**src/rtl/keypad_scanner.sv**
```systemverilog
// keypad_scanner: scans a 4x4 active-low matrix keypad one column at a time,
// synchronizes and samples the rows, builds one key code per full frame, and
// debounces that code over several frames before presenting it.
// Optional build macro: KEYPAD_GHOST_REJECT_EN -- when defined, any frame with
// two or more pressed keys reads as "no key" instead of using key priority.
module keypad_scanner #(
   parameter int SCAN_DIV       = 1000,
   parameter int DEBOUNCE_SCANS = 4
) (
   input  logic       Clock,
   input  logic       Reset_N,
   input  logic [3:0] Keypad_Row_I,
   output logic [3:0] Keypad_Col_O,
   output logic [5:0] Keyb_Value,
   output logic       Key_Valid,
   output logic       Key_Strobe
);

   localparam logic [15:0] DIV_LAST = 16'(SCAN_DIV - 1);
   localparam logic [3:0]  DEB_MAX  = 4'(DEBOUNCE_SCANS);

   logic [3:0]  rowMeta_q;
   logic [3:0]  rowSync_q;
   logic        running_q;
   logic [1:0]  colIdx_q;
   logic [1:0]  colIdx_d;
   logic [15:0] divCnt_q;
   logic [15:0] divCnt_d;
   logic [3:0]  colOut_q;
   logic [4:0]  firstCode_q;
   logic [4:0]  candidate_q;
   logic [4:0]  candidate_d;
   logic [3:0]  matchCnt_q;
   logic [3:0]  matchCnt_d;
   logic [5:0]  keybValue_q;
   logic [5:0]  keybValue_d;
   logic        strobe_q;
   logic        strobe_d;

   logic        sampleEn;
   logic        frameDone;
   logic [3:0]  rowsPressed;
   logic [1:0]  colFirstRow;
   logic [4:0]  colCode;
   logic [4:0]  firstCodeAcc;
   logic [4:0]  frameCode;
   logic        loadEn;

`ifdef KEYPAD_GHOST_REJECT_EN
   logic [1:0]  keyCount_q;
   logic [1:0]  keyCountAcc;
   logic [2:0]  colKeyCount;
   logic [2:0]  keyTotal;
`endif

   // Two-flop synchronizer for the asynchronous row inputs; idle means all rows released.
   always_ff @(posedge Clock or negedge Reset_N) begin
      if (!Reset_N) begin
         rowMeta_q <= 4'hF;
         rowSync_q <= 4'hF;
      end else begin
         rowMeta_q <= Keypad_Row_I;
         rowSync_q <= rowMeta_q;
      end
   end

   // Column period counter and column index; a column is sampled on its last cycle.
   always_comb begin
      colIdx_d = colIdx_q;
      divCnt_d = divCnt_q;
      sampleEn = running_q && (divCnt_q == DIV_LAST);
      if (running_q) begin
         if (sampleEn) begin
            divCnt_d = 16'd0;
            colIdx_d = colIdx_q + 2'd1;
         end else begin
            divCnt_d = divCnt_q + 16'd1;
         end
      end
   end

   // Scan registers; the column drive is registered so the pins never glitch.
   always_ff @(posedge Clock or negedge Reset_N) begin
      if (!Reset_N) begin
         running_q <= 1'b0;
         colIdx_q  <= 2'd0;
         divCnt_q  <= 16'd0;
         colOut_q  <= 4'b1111;
      end else begin
         running_q <= 1'b1;
         colIdx_q  <= colIdx_d;
         divCnt_q  <= divCnt_d;
         colOut_q  <= ~(4'b0001 << colIdx_d);
      end
   end

   // Decode the sampled column: lowest pressed row wins, giving code c*4+r+1.
   always_comb begin
      rowsPressed = ~rowSync_q;
      colFirstRow = 2'd0;
      for (int r = 3; r >= 0; r--) begin
         if (rowsPressed[r]) begin
            colFirstRow = 2'(r);
         end
      end
      colCode      = {1'b0, colIdx_q, colFirstRow} + 5'd1;
      firstCodeAcc = firstCode_q;
      if ((firstCode_q == 5'd0) && (rowsPressed != 4'd0)) begin
         firstCodeAcc = colCode;
      end
   end

`ifdef KEYPAD_GHOST_REJECT_EN
   // Count pressed keys across the frame, saturating at two.
   always_comb begin
      colKeyCount = 3'd0;
      for (int r = 0; r < 4; r++) begin
         colKeyCount = colKeyCount + {2'b00, rowsPressed[r]};
      end
      keyTotal    = {1'b0, keyCount_q} + colKeyCount;
      keyCountAcc = (keyTotal >= 3'd2) ? 2'd2 : keyTotal[1:0];
      frameCode   = (keyCountAcc == 2'd2) ? 5'd0 : firstCodeAcc;
   end

   // Per-frame key count, restarted after each column-3 sample.
   always_ff @(posedge Clock or negedge Reset_N) begin
      if (!Reset_N) begin
         keyCount_q <= 2'd0;
      end else if (sampleEn) begin
         keyCount_q <= (colIdx_q == 2'd3) ? 2'd0 : keyCountAcc;
      end
   end
`else
   // Without ghost rejection the first key in scan order is the frame code.
   always_comb begin
      frameCode = firstCodeAcc;
   end
`endif

   // Per-frame first-key accumulator, restarted after each column-3 sample.
   always_ff @(posedge Clock or negedge Reset_N) begin
      if (!Reset_N) begin
         firstCode_q <= 5'd0;
      end else if (sampleEn) begin
         firstCode_q <= (colIdx_q == 2'd3) ? 5'd0 : firstCodeAcc;
      end
   end

   // Debounce: a frame code must repeat DEBOUNCE_SCANS frames before it is presented.
   always_comb begin
      frameDone   = sampleEn && (colIdx_q == 2'd3);
      candidate_d = candidate_q;
      matchCnt_d  = matchCnt_q;
      if (frameDone) begin
         if (frameCode == candidate_q) begin
            matchCnt_d = (matchCnt_q >= DEB_MAX) ? DEB_MAX : matchCnt_q + 4'd1;
         end else begin
            candidate_d = frameCode;
            matchCnt_d  = 4'd1;
         end
      end
      loadEn      = frameDone && (matchCnt_d == DEB_MAX) && ({1'b0, candidate_d} != keybValue_q);
      keybValue_d = loadEn ? {1'b0, candidate_d} : keybValue_q;
      strobe_d    = loadEn && (candidate_d != 5'd0);
   end

   // Debounce state and the presented key code with its one-cycle strobe.
   always_ff @(posedge Clock or negedge Reset_N) begin
      if (!Reset_N) begin
         candidate_q <= 5'd0;
         matchCnt_q  <= 4'd0;
         keybValue_q <= 6'd0;
         strobe_q    <= 1'b0;
      end else begin
         candidate_q <= candidate_d;
         matchCnt_q  <= matchCnt_d;
         keybValue_q <= keybValue_d;
         strobe_q    <= strobe_d;
      end
   end

   assign Keypad_Col_O = colOut_q;
   assign Keyb_Value   = keybValue_q;
   assign Key_Valid    = (keybValue_q != 6'd0);
   assign Key_Strobe   = strobe_q;

endmodule

```
**config.mk**
```make
export PLATFORM = sky130hd
export DESIGN_NAME = keypad_scanner
export DESIGN_NICKNAME = d
export VERILOG_FILES = /design/src/rtl/keypad_scanner.sv
export SDC_FILE = /design/constraint.sdc
export NUM_CORES = 1
export LEC_CHECK = 0
export ABC_AREA = 1
export CAP_MARGIN = 40
export CORE_MARGIN = 2
export CORE_UTILIZATION = 45
export DETAILED_ROUTE_END_ITERATION = 8
export PLACE_DENSITY = 0.73
export SLEW_MARGIN = 10
export SYNTH_ARGS = -nofsm -noshare
export SYNTH_HDL_FRONTEND = slang
export SYNTH_SLANG_ARGS = --single-unit
```
**constraint.sdc**
```tcl
create_clock -name Clock -period 2.65 [get_ports Clock]
set_input_delay 0.3975 -clock Clock [delete_from_list [all_inputs] [get_ports Clock]]
set_output_delay 0.3975 -clock Clock [all_outputs]
set_load 0.02 [all_outputs]
```
* Yosys cells after proc, flatten, opt, wreduce, memory -nomap -nowiden *
Cells that the tools add are included.

storage, ports and cells
  register bits after elaboration = 51
  input port bits = 6

cells by class
  add/subtract/negate cells = 4
  magnitude comparators = 1
  eq/ne operators = 5
  shift-type cells = 1
  multiplexer cells = 14
  bitwise operators = 2
  reductions and logical operators = 10

operators by type and width
  kind                                                                   number
  5-bit two-way mux                                                      4
  16-bit by 1-bit adder with 16-bit output, second input constant        1
  16-bit by 10-bit == test with 1-bit output, second input constant      1
  16-bit two-way mux                                                     1
  2-bit two-way mux                                                      6
  4-bit two-way mux                                                      3
  4-bit inverter                                                         2
  1-bit logical AND                                                      6
  6-bit nonzero test                                                     1
  4-bit by 1-bit adder with 5-bit output, second input constant          1
  5-bit == test                                                          1
  5-bit zero test                                                        1
  5-bit inequality test                                                  1
  5-bit nonzero test                                                     1
  4-bit by 1-bit adder with 4-bit output, second input constant          1
  4-bit by 3-bit == test with 1-bit output, second input constant        1
  4-bit by 3-bit >= comparator with 1-bit output, second input constant  1
  4-bit nonzero test                                                     1
  1-bit by 2-bit left shift with 4-bit output, first input constant      1
  2-bit by 1-bit adder with 2-bit output, second input constant          1
  2-bit == test, second input constant                                   1

* Longest topological paths before layout *
  depth in word-level cells = 14
  mapped depth = 20

* Worst setup path after synthesis *
No wires, ideal clock.

  path kind = register -> register
  from = register rowSync_q[3]
  to = register keybValue_q[3] (netlist: Keyb_Value[3])
  setup time = 0.117 ns
  data arrival time = 2.079 ns
  required time = 2.533 ns
  path slack = 0.453 ns
  cell stages (with the launch flop) = 21
  path buffers = 0
  clock period less this slack = 2.197 ns
  cell sequence = dfstp_2 -> inv_1 -> nand2_1 -> nand2_1 -> nand2_1 -> inv_1 -> ha_1 -> xor2_1 -> nand3_1 -> nand2_1 -> nand2_1 -> nand2_1 -> nand2_1 -> nor2_1 -> nand2_1 -> nand2_1 -> nand2_1 -> nor2_2 -> nand3_4 -> nand2_1 -> nand2_1

on the way
  word-level cells in the longest chain between the ends = 13

RTL lines
  item                                          RTL line  text
  from (decl)                                   23        logic [3:0] rowSync_q;
  from (signal assigned)                        63        rowSync_q <= rowMeta_q;
  4-bit inverter (*)                            99        rowsPressed = ~rowSync_q;
  2-bit two-way mux (4 in a row)                102       if (rowsPressed[r]) begin
  4-bit by 1-bit adder with 5-bit output        106       colCode = {1'b0, colIdx_q, colFirstRow} + 5'd1;
  5-bit two-way mux (*)                         108       if ((firstCode_q == 5'd0) && (rowsPressed != 4'd0)) begin
  5-bit == test (*)                             155       if (frameCode == candidate_q) begin
  4-bit two-way mux (*)                         155
  4-bit two-way mux (*)                         154       if (frameDone) begin
  net matchCnt_d[0]                             34        logic [3:0] matchCnt_d;
  4-bit by 3-bit == test with 1-bit output (*)  162       loadEn = frameDone && (matchCnt_d == DEB_MAX) && ({1'b0, candidate_d} != keybValue_q);
  1-bit logical AND (*) (2 in a row)            162
  to (signal assigned)                          177       keybValue_q <= keybValue_d;
  to (decl)                                     35        logic [5:0] keybValue_q;

The timed path passes the listed nets; every way through them passes the cells marked *.
A chain may end at the register's enable or synchronous reset.

* Worst setup path after layout *
  from = register rowSync_q[3]
  to = register keybValue_q[0] (netlist: Keyb_Value[0])

Same word-level chain as after synthesis.

==> run summary <==
Status = completed
Finished Core Util = 0.538
Die area = 6750 µm²
Flops & latches, synth = 51
Clk_skew = 0.00946 ns
Boundary Pins = 18
H-Tree Depth = 2
Buf/Inv on CP = 2
WP depth = 20
Antenna diode count = 0
Synth cell count leaders = nand2_1, inv_1, dfrtp_1, nand3_1, nor2_1
R2R Path Start = rowSync_q[3]$_DFF_PN1_
First-pass iteration count of the detailed router = 4
Max incr delay on CP = 0.55 ns
Hold Vio Cnt, Final = 0
Synthesized net count = 356
Critical path startpoint = rowSync_q[3]$_DFF_PN1_
Share of the synthesized area in the top cell type = 0.355
Design Power = 1.72 mW
Reg2reg setup slack = 0.27 ns
Worst setup path category = flop to flop
CP startpoint kind = flop
Worst setup path end = Keyb_Value[0]$_DFFE_PN0P_
YS warnings = 0
Clock Latency Late Sink = 0.31 ns
Crit-path cells = inv_1, nand2_1, nand2_1, nand2_2, inv_1, ha_1, xor2_1, nand3_1, nand2_2, nand2_1, nand2_1, nand2_1, nor2_2, nand2_1, nand2_2, nand2_2, nor2_4, nand3_4, nand2_1, nand2_1
Post-layout net count = 381
Clk sinks = 51
Peak VDD IR = 0.000249 V
Filler instances = 539
# rows = 28
Clock slew seen by the registers of the worst setup and hold paths = 0.10 ns
Most common cell on crit path = nand2_1
PwrDens = 541 nW/µm²
Post-synthesis cell count = 346
EDFF count, synth = 0
WP data arrival = 2.59 ns
PortBufs = 16
Cell taking the most area after synthesis = dfrtp_1
Antenna Nets Post-Route = 0
Routability Congestion = 0.828
Syn Area/Cell = 7.94 µm²
Die H = 82.1 µm
Share of cells above drive strength 1 = 0.175
DP Worst Slack = 0.169 ns
Placed Area = 3010 µm²
CP top delay family = simple AND/OR/NAND/NOR gates
Root buffer cell = clkbuf_8
Dpl hpwl = 3990 µm
Vias = 2,213
Final setup fails = 0
CTS Buffer Depth = 2
Overflow left after global routing = 0
Inserted Clock Buffers = 5
Register area share after synthesis = 0.470
Final WL = 5340 µm
Worst hold path type = input pin to asynchronous set/reset pin
Post-CTS Hold Buffers = 0
Highest Clock Rate = 0.420 GHz
Fin. max-slew vios = 0
Top_reg_cell synth = dfrtp_1
P_leak = 1.65 nW
Number of global-route vias before repair = 2,150
GR Util All Layers = 0.179
DRC violations left = 0
Vias per cell = 4.95
FF-to-FF path depth = 20
Period utilization = 0.899
Final hold slack = 0.0116 ns
Final setup TNS = 0 ns
CP Capture Type = flop
WP data required = 2.86 ns
Crit Path Max Fanout = 6
Crit-path slowest cell = dfstp_2
Final worst slack = 0.268 ns
Min Tclk post-route = 2.38 ns
Dominant cells by area after synthesis = dfrtp_1, nand2_1, dfstp_2, inv_1, nand3_1
Most frequent cell after synthesis = nand2_1
Initial DRC Count = 157
Synthesis-to-finish area growth = 15.8%
Placed Cells incl. Taps = 437
Mapped cell area = 2750 µm²
Max Cap Viol = 0
CTS tree = done
Initial antenna violation count = 0
Final instance area = 3180 µm²
Core ar. = 5920 µm²
Global-route wire length before repair = 9280 µm
WL/cell = 11.9 µm
Initial Util = 0.464
Unique masters post-synth = 33
Ys async rst share = 1.00
Die Wd = 82.1 µm
Post-route insts no fill = 447
Reg-to-Reg End = Keyb_Value[0]$_DFFE_PN0P_
Largest net degree at the start of global routing = 27
## power breakdown
group | internal [mW] | switching [mW] | total [mW]
logic | 0.0756 | 0.135 | 0.211
clock network | 0.377 | 0.260 | 0.637
registers | 0.831 | 0.0417 | 0.873
## cells by family after synthesis
group,Yosys count,share of synthesized area
AOI/OAI and AO/OA,23,0.0451
xor gates and xnor gates,6,0.0191
adders and majority gates,4,0.0182
buffers and inverters,59,0.0847
DFF,51,0.470
other,2,0.00273
and+or+nand+nor,201,0.360
## registers in the layout, indices dropped and copies added, names as in the netlist
register      cells
divCnt_q         16
Keyb_Value        5
candidate_q       5
firstCode_q       5
Keypad_Col_O      4
matchCnt_q        4
rowMeta_q         4
rowSync_q         4
colIdx_q          2
Key_Strobe        1
running_q         1
## per-layer routing
metal	vias up	share of wire	wire length [µm]	global-route usage
met4	0	0.016	86	0.0783
li1	1143	-	-	-
met2	37	0.47	2510	0.281
met5	-	0	0	0
met3	7	0.035	187	0.0370
met1	1026	0.48	2550	0.238
## cell type report
cell class | instances | area [µm²] | share of cell area
clock inverter | 2 | 60.1 | 0.0189
multi-input combinational | 236 | 1250 | 0.394
inverter | 57 | 214 | 0.0672
timing repair buffer | 20 | 198 | 0.0621
sequential | 51 | 1290 | 0.406
clock buffer | 6 | 72.6 | 0.0228
tap | 75 | 93.8 | 0.0295
## how the worst min path moves through the flow
stage	startpoint	end	slack [ns]	cells after the start
global route	Reset_N	firstCode_q[3]$_DFFE_PN0P_	0.02	1
detailed placement	Reset_N	divCnt_q[8]$_DFFE_PN0P_	0.35	1
CTS	Reset_N	colIdx_q[0]$_DFF_PN0_	0.02	1
global placement	rowMeta_q[2]$_DFF_PN1_	rowSync_q[2]$_DFF_PN1_	0.35	0
finish	Reset_N	colIdx_q[0]$_DFF_PN0_	0.01	1
floorplan	Reset_N	Key_Strobe$_DFF_PN0_	0.10	0
## layout by cell type, fill, tap and decap left out, types with 2 or more instances in the layout
cell type and n:
nand3b_1 3, bufinv_16 2, nor2_1 29, a21oi_1 5
dfrtp_1 39, conb_1 2, xor2_1 6, nor2_2 7
nand3_4 2, clkdlybuf4s50_1 15, inv_1 51, ha_1 4
inv_2 5, buf_4 3, nor3_2 2, nor2_4 5
nand3_1 34, or2_2 2, dfstp_2 12, nand2_1 82
nand2_2 14, nor3_1 8, nand4_1 8, o21ai_0 14
clkbuf_8 5
## worst reg2reg max path, cell delays in order, from the launching register on
cell,delay [ns]
dfstp_2,0.55
inv_1,0.04
nand2_1,0.05
nand2_1,0.06
nand2_2,0.08
inv_1,0.05
ha_1,0.21
xor2_1,0.15
nand3_1,0.12
nand2_2,0.10
nand2_1,0.05
nand2_1,0.05
nand2_1,0.07
nor2_2,0.12
nand2_1,0.08
nand2_2,0.08
nand2_2,0.08
nor2_4,0.12
nand3_4,0.11
nand2_1,0.09
nand2_1,0.05
## what timing repair did
| action | CTS | global route |
|---|---|---|
| resized for setup | 0 | 11 |
| buffers inserted | 0 | 2 |
| endpoints found under the setup margin | 0 | 6 |
No activity file was read; power rests on OpenSTA's default activity.
==> variant 1 (same flow settings) <==
Register the input `Keypad_Row_I` before use, without a reset. The logic sees it one clock later.
--- a/src/rtl/keypad_scanner.sv
+++ b/src/rtl/keypad_scanner.sv
@@ -18,6 +18,12 @@
 
    localparam logic [15:0] DIV_LAST = 16'(SCAN_DIV - 1);
    localparam logic [3:0]  DEB_MAX  = 4'(DEBOUNCE_SCANS);
+
+   logic [3:0] Keypad_Row_I_q;
+
+   always_ff @(posedge Clock) begin
+      Keypad_Row_I_q <= Keypad_Row_I;
+   end
 
    logic [3:0]  rowMeta_q;
    logic [3:0]  rowSync_q;
@@ -59,7 +65,7 @@
          rowMeta_q <= 4'hF;
          rowSync_q <= 4'hF;
       end else begin
-         rowMeta_q <= Keypad_Row_I;
+         rowMeta_q <= Keypad_Row_I_q;
          rowSync_q <= rowMeta_q;
       end
    end
Function: no difference found for any inputs over 10 cycles, from zero or initial values and one cycle with Reset_N low; that may be too few to reach the edited logic, so the function may still have changed.
==> variant 1 against the unedited design <==
- synthesized area is 5.0% higher
- worst hold slack improved by 0.29 ns
- sequential cell count up 4
- cell area is 3.1% higher
- setup slack improved by 0.043 ns
- wire length fell by 2.9%
- final cell count shrank 0.89%
- total power decreased by 2.9%
- critical endpoint is now Keyb_Value[2]
- largest power group unchanged
==> variant 1: results (changes against the unedited design) <==
global_routing:
  use_met3_pct: 2.97  # -0.73 points
  grt_max_degree: 32  # +19%
  track_usage_pct: 16.3  # -1.6 points
  first_global_vias: 2094  # -2.6%
  grt_pass1_wl_um: 9270  # about the same
  globalRouteMet2Util_pct: 25.3  # -2.8 points
  use_met1_pct: 22.8  # -1.1 points
critical_path:
  cp_data_arrival_time_ns: 2.54  # -0.05 ns
  critPathCapture: "Keyb_Value[2]"
  r2r_slack_ns: 0.31  # +0.04 ns
  cp-startpoint: "rowSync_q[2]"
  rr_worst_depth: 17  # -15%
outcome:
  status: "completed"
power:
  irDropWorstVdd_uv: 226  # -9.3%
  leakagePower_uw: 0.00173  # +5.2%
drt:
  wl_met3_um: 218  # +17%
  drt_iter0_drc: 90  # -43%
  routedWlPerCell_um: 11.7  # -2.1%
  wl_met1_um: 2480  # -2.8%
  avgViaCountPerCell: 4.89  # -1.3%
  wl_met2_um: 2380  # -5.3%
place:
  hpwl_um: 3950  # -1.0%
  place_area_um2: 3160  # +5.2%
  place_congestion: 0.868  # +4.8%
  portBuffers: 16  # unchanged
hold_path:
  hold_class: "flip-flop to flip-flop"
layout:
  drive_gt1_share_pct: 21.9  # +4.4 points
  fillers: 563  # +4.5%
  nets: 375  # -1.6%
synthesis:
  synth_nets: 349  # -2.0%
  synth-xor-area-share_pct: 3.04  # +1.1 points
  synthArstFlopShare_pct: 92.7  # -7.3 points
  synth_common_cells: "71 x nand2_1, 50 x inv_1, 39 x dfrtp_1, 35 x nand3_1, 19 x nor2_1"
  synth_compound_area_share_pct: 4.08  # -0.43 points
  synth.yosys.seq_area_share_pct: 47.5  # +0.53 points
  ys_types: 36  # +9.1%
cts:
  postCtsHoldBufs: 1  # +1
  numCtsBuffers: 5  # unchanged
  post_cts_resized: 0  # unchanged
sta:
  whs_ns: 0.299  # +0.287 ns
  fin_skew_ns: 0.00790  # -0.00156 ns
## variant 1: cell types whose count changed after synthesis, sizes merged, moves of 3 or more
cell,change
nand2,-11
nor2,-10
nand3,+8
inv,+7
dfxtp,+4
nor3,-4
o21ai,-4
xor2,+4
a21oi,+3
## variant 1: power by group
part | switching (uW) | internal [uW]
registers | 41.6 | 893
logic | 126 | 66.2
clock network | 261 | 283
## variant 1: area by class of cell
class / count / area [um^2] / area share (%)
inverter: 65 / 258 / 7.86
multi-input combinational: 217 / 1240 / 37.8
clock buffer: 7 / 76.3 / 2.33
clock inverter: 1 / 30.0 / 0.915
sequential: 55 / 1370 / 41.8
timing repair buffer: 21 / 208 / 6.33
tap: 77 / 96.3 / 2.94
## variant 1: through the flow
step           power [uW]  instances  utilization, %  setup WS, ns
5_1_grt              1760        443            52.3        0.0357
2_1_floorplan        1080        339               -         0.474
3_5_place_dp         1140        434            50.3         0.295
3_3_place_gp         1130        433            50.0         0.354
4_1_cts              1690        443            52.2         0.273
6_report             1670        443            52.3         0.310
==> variant 2 (same flow settings) <==
Without the edit above. Build with the macro `KEYPAD_GHOST_REJECT_EN` defined.
--- a/src/rtl/keypad_scanner.sv
+++ b/src/rtl/keypad_scanner.sv
@@ -3,6 +3,8 @@
 // debounces that code over several frames before presenting it.
 // Optional build macro: KEYPAD_GHOST_REJECT_EN -- when defined, any frame with
 // two or more pressed keys reads as "no key" instead of using key priority.
+`define KEYPAD_GHOST_REJECT_EN
+
 module keypad_scanner #(
    parameter int SCAN_DIV       = 1000,
    parameter int DEBOUNCE_SCANS = 4
Behaviour: no difference found for any inputs over 10 cycles, from zero or initial values and one cycle with Reset_N low; that may be too few to reach the edited logic, so the function may still have changed.
==> variant 2 against the unedited design <==
- the run now ends with negative setup slack left
- cell area rose by 8.2%
- setup slack got worse by 0.85 ns
- total power fell by 0.76%
- sequential power rose by 5.3%
- sequential cell count rose by 2
- count of clock-buffer cells in the layout rose by 2
- synthesized area rose by 6.2%
- maximum frequency fell by 26%
- clock skew fell by 0.00095 ns
- clock power fell by 18%
- wire length rose by 5.6%
==> variant 2: results (changes against the unedited design) <==
outcome:
  status: "finished with violations"
  violations: "negative setup slack"
hold_path:
  hold_class: "input pin to asynchronous set/reset pin"
place:
  place_congestion: 0.859  # +3.8%
  dp_slack_ns: -0.597  # -0.766 ns
  dp.cells: 462  # +5.7%
  place_area_um2: 3270  # +8.8%
  hpwl_um: 4320  # +8.2%
sta:
  fin_skew_ns: 0.00851  # -0.000952 ns
  whs_ns: 0.125  # +0.113 ns
  setup_slack_ns: -0.587  # -0.855 ns
  tightest_slew_ns: 0.689
  finalSetupViolCount: 12  # +12
  tns_ns: -4.78  # -4.78 ns
drt:
  vias: 2367  # +7.0%
  topRoutingLayerUsed: "met4"
  drt_iter0_drc: 85  # -46%
  wl_met3_um: 132  # -29%
  wl_met2_um: 2890  # +15%
  drtPass1Iterations: 4  # unchanged
  finalWirelength_um: 5640  # +5.6%
  wl_met1_um: 2490  # -2.3%
layout:
  fin_cells: 473  # +5.8%
  fillers: 594  # +10%
  largest_register_ffs: 16  # unchanged
  nets: 409  # +7.3%
  drive_gt1_share_pct: 20.7  # +3.2 points
global_routing:
  use_met1_pct: 21.7  # -2.1 points
  first_global_vias: 2308  # +7.3%
  track_usage_pct: 17.3  # -0.59 points
  grt_pass1_wl_um: 10000  # +7.8%
  globalRouteMet2Util_pct: 29.3  # +1.2 points
  grt_max_degree: 33  # +22%
  use_met3_pct: 3.34  # -0.35 points
synthesis:
  synth_common_cells: "98 x nand2_1, 60 x inv_1, 41 x dfrtp_1, 32 x nand3_1, 19 x nor2_1"
  synthCells: 356  # +2.9%
  yosys_warnings: 0  # unchanged
  synth_compound_area_share_pct: 5.92  # +1.4 points
  synth-xor-area-share_pct: 1.80  # -0.11 points
  synth_nets: 370  # +3.9%
  ys_types: 40  # +21%
  synth_fa_ha_area_share_pct: 4.20  # +2.4 points
  yosys-top-cells-area: "dfrtp_1 35%, nand2_1 13%, dfstp_2 11%"
  synth.yosys.seq_area_share_pct: 46.0  # -1.0 points
critical_path:
  cp_max_fo: 11  # +5
  cp_data_arrival_time_ns: 3.44  # +0.85 ns
  regToRegStartpoint: "rowSync_q[0]"
  rr_worst_depth: 18  # -10%
  critPathCapture: "Keyb_Value[2]"
  path_class: "flip-flop to flip-flop"
  critical-path-top-delay-family: "adder cells"
power:
  leakagePower_uw: 0.00177  # +7.6%
  irDropWorstVdd_uv: 264  # +5.8%
cts:
  postCtsSetupBuffers: 3  # +3
  path_clk_slew_ns: 0.09
  post_cts_resized: 6  # +6
  insertion_delay_ns: 0.31  # about the same
==> variant 2: worst register-to-register path, cell delays in order, from the launching register on <==
cell	delay (ns)
dfstp_2	0.55
inv_2	0.04
fa_1	0.52
inv_1	0.05
fa_2	0.34
fa_1	0.50
nand2_2	0.09
inv_6	0.11
nand3_1	0.08
nand2_1	0.07
nand2_1	0.06
nor2_2	0.13
nand2_2	0.08
nand2_2	0.06
nand2_2	0.06
nor2_4	0.19
nand2_4	0.09
nand2_1	0.06
nand2_1	0.04
==> variant 2: where the power goes <==
group | leakage (uW) | total, uW | switching [uW] | internal (uW)
Clock | 0.0000566 | 525 | 255 | 270
Combinational | 0.00103 | 264 | 155 | 109
Sequential | 0.000684 | 919 | 54.9 | 864
==> variant 2: final cells by class <==
cell class	instances	area, um^2	area share, %
sequential	53	1340	39.0
clock buffer	8	111	3.23
multi-input combinational	237	1350	39.2
inverter	62	238	6.90
tap	77	96.3	2.80
timing repair buffer	36	305	8.87
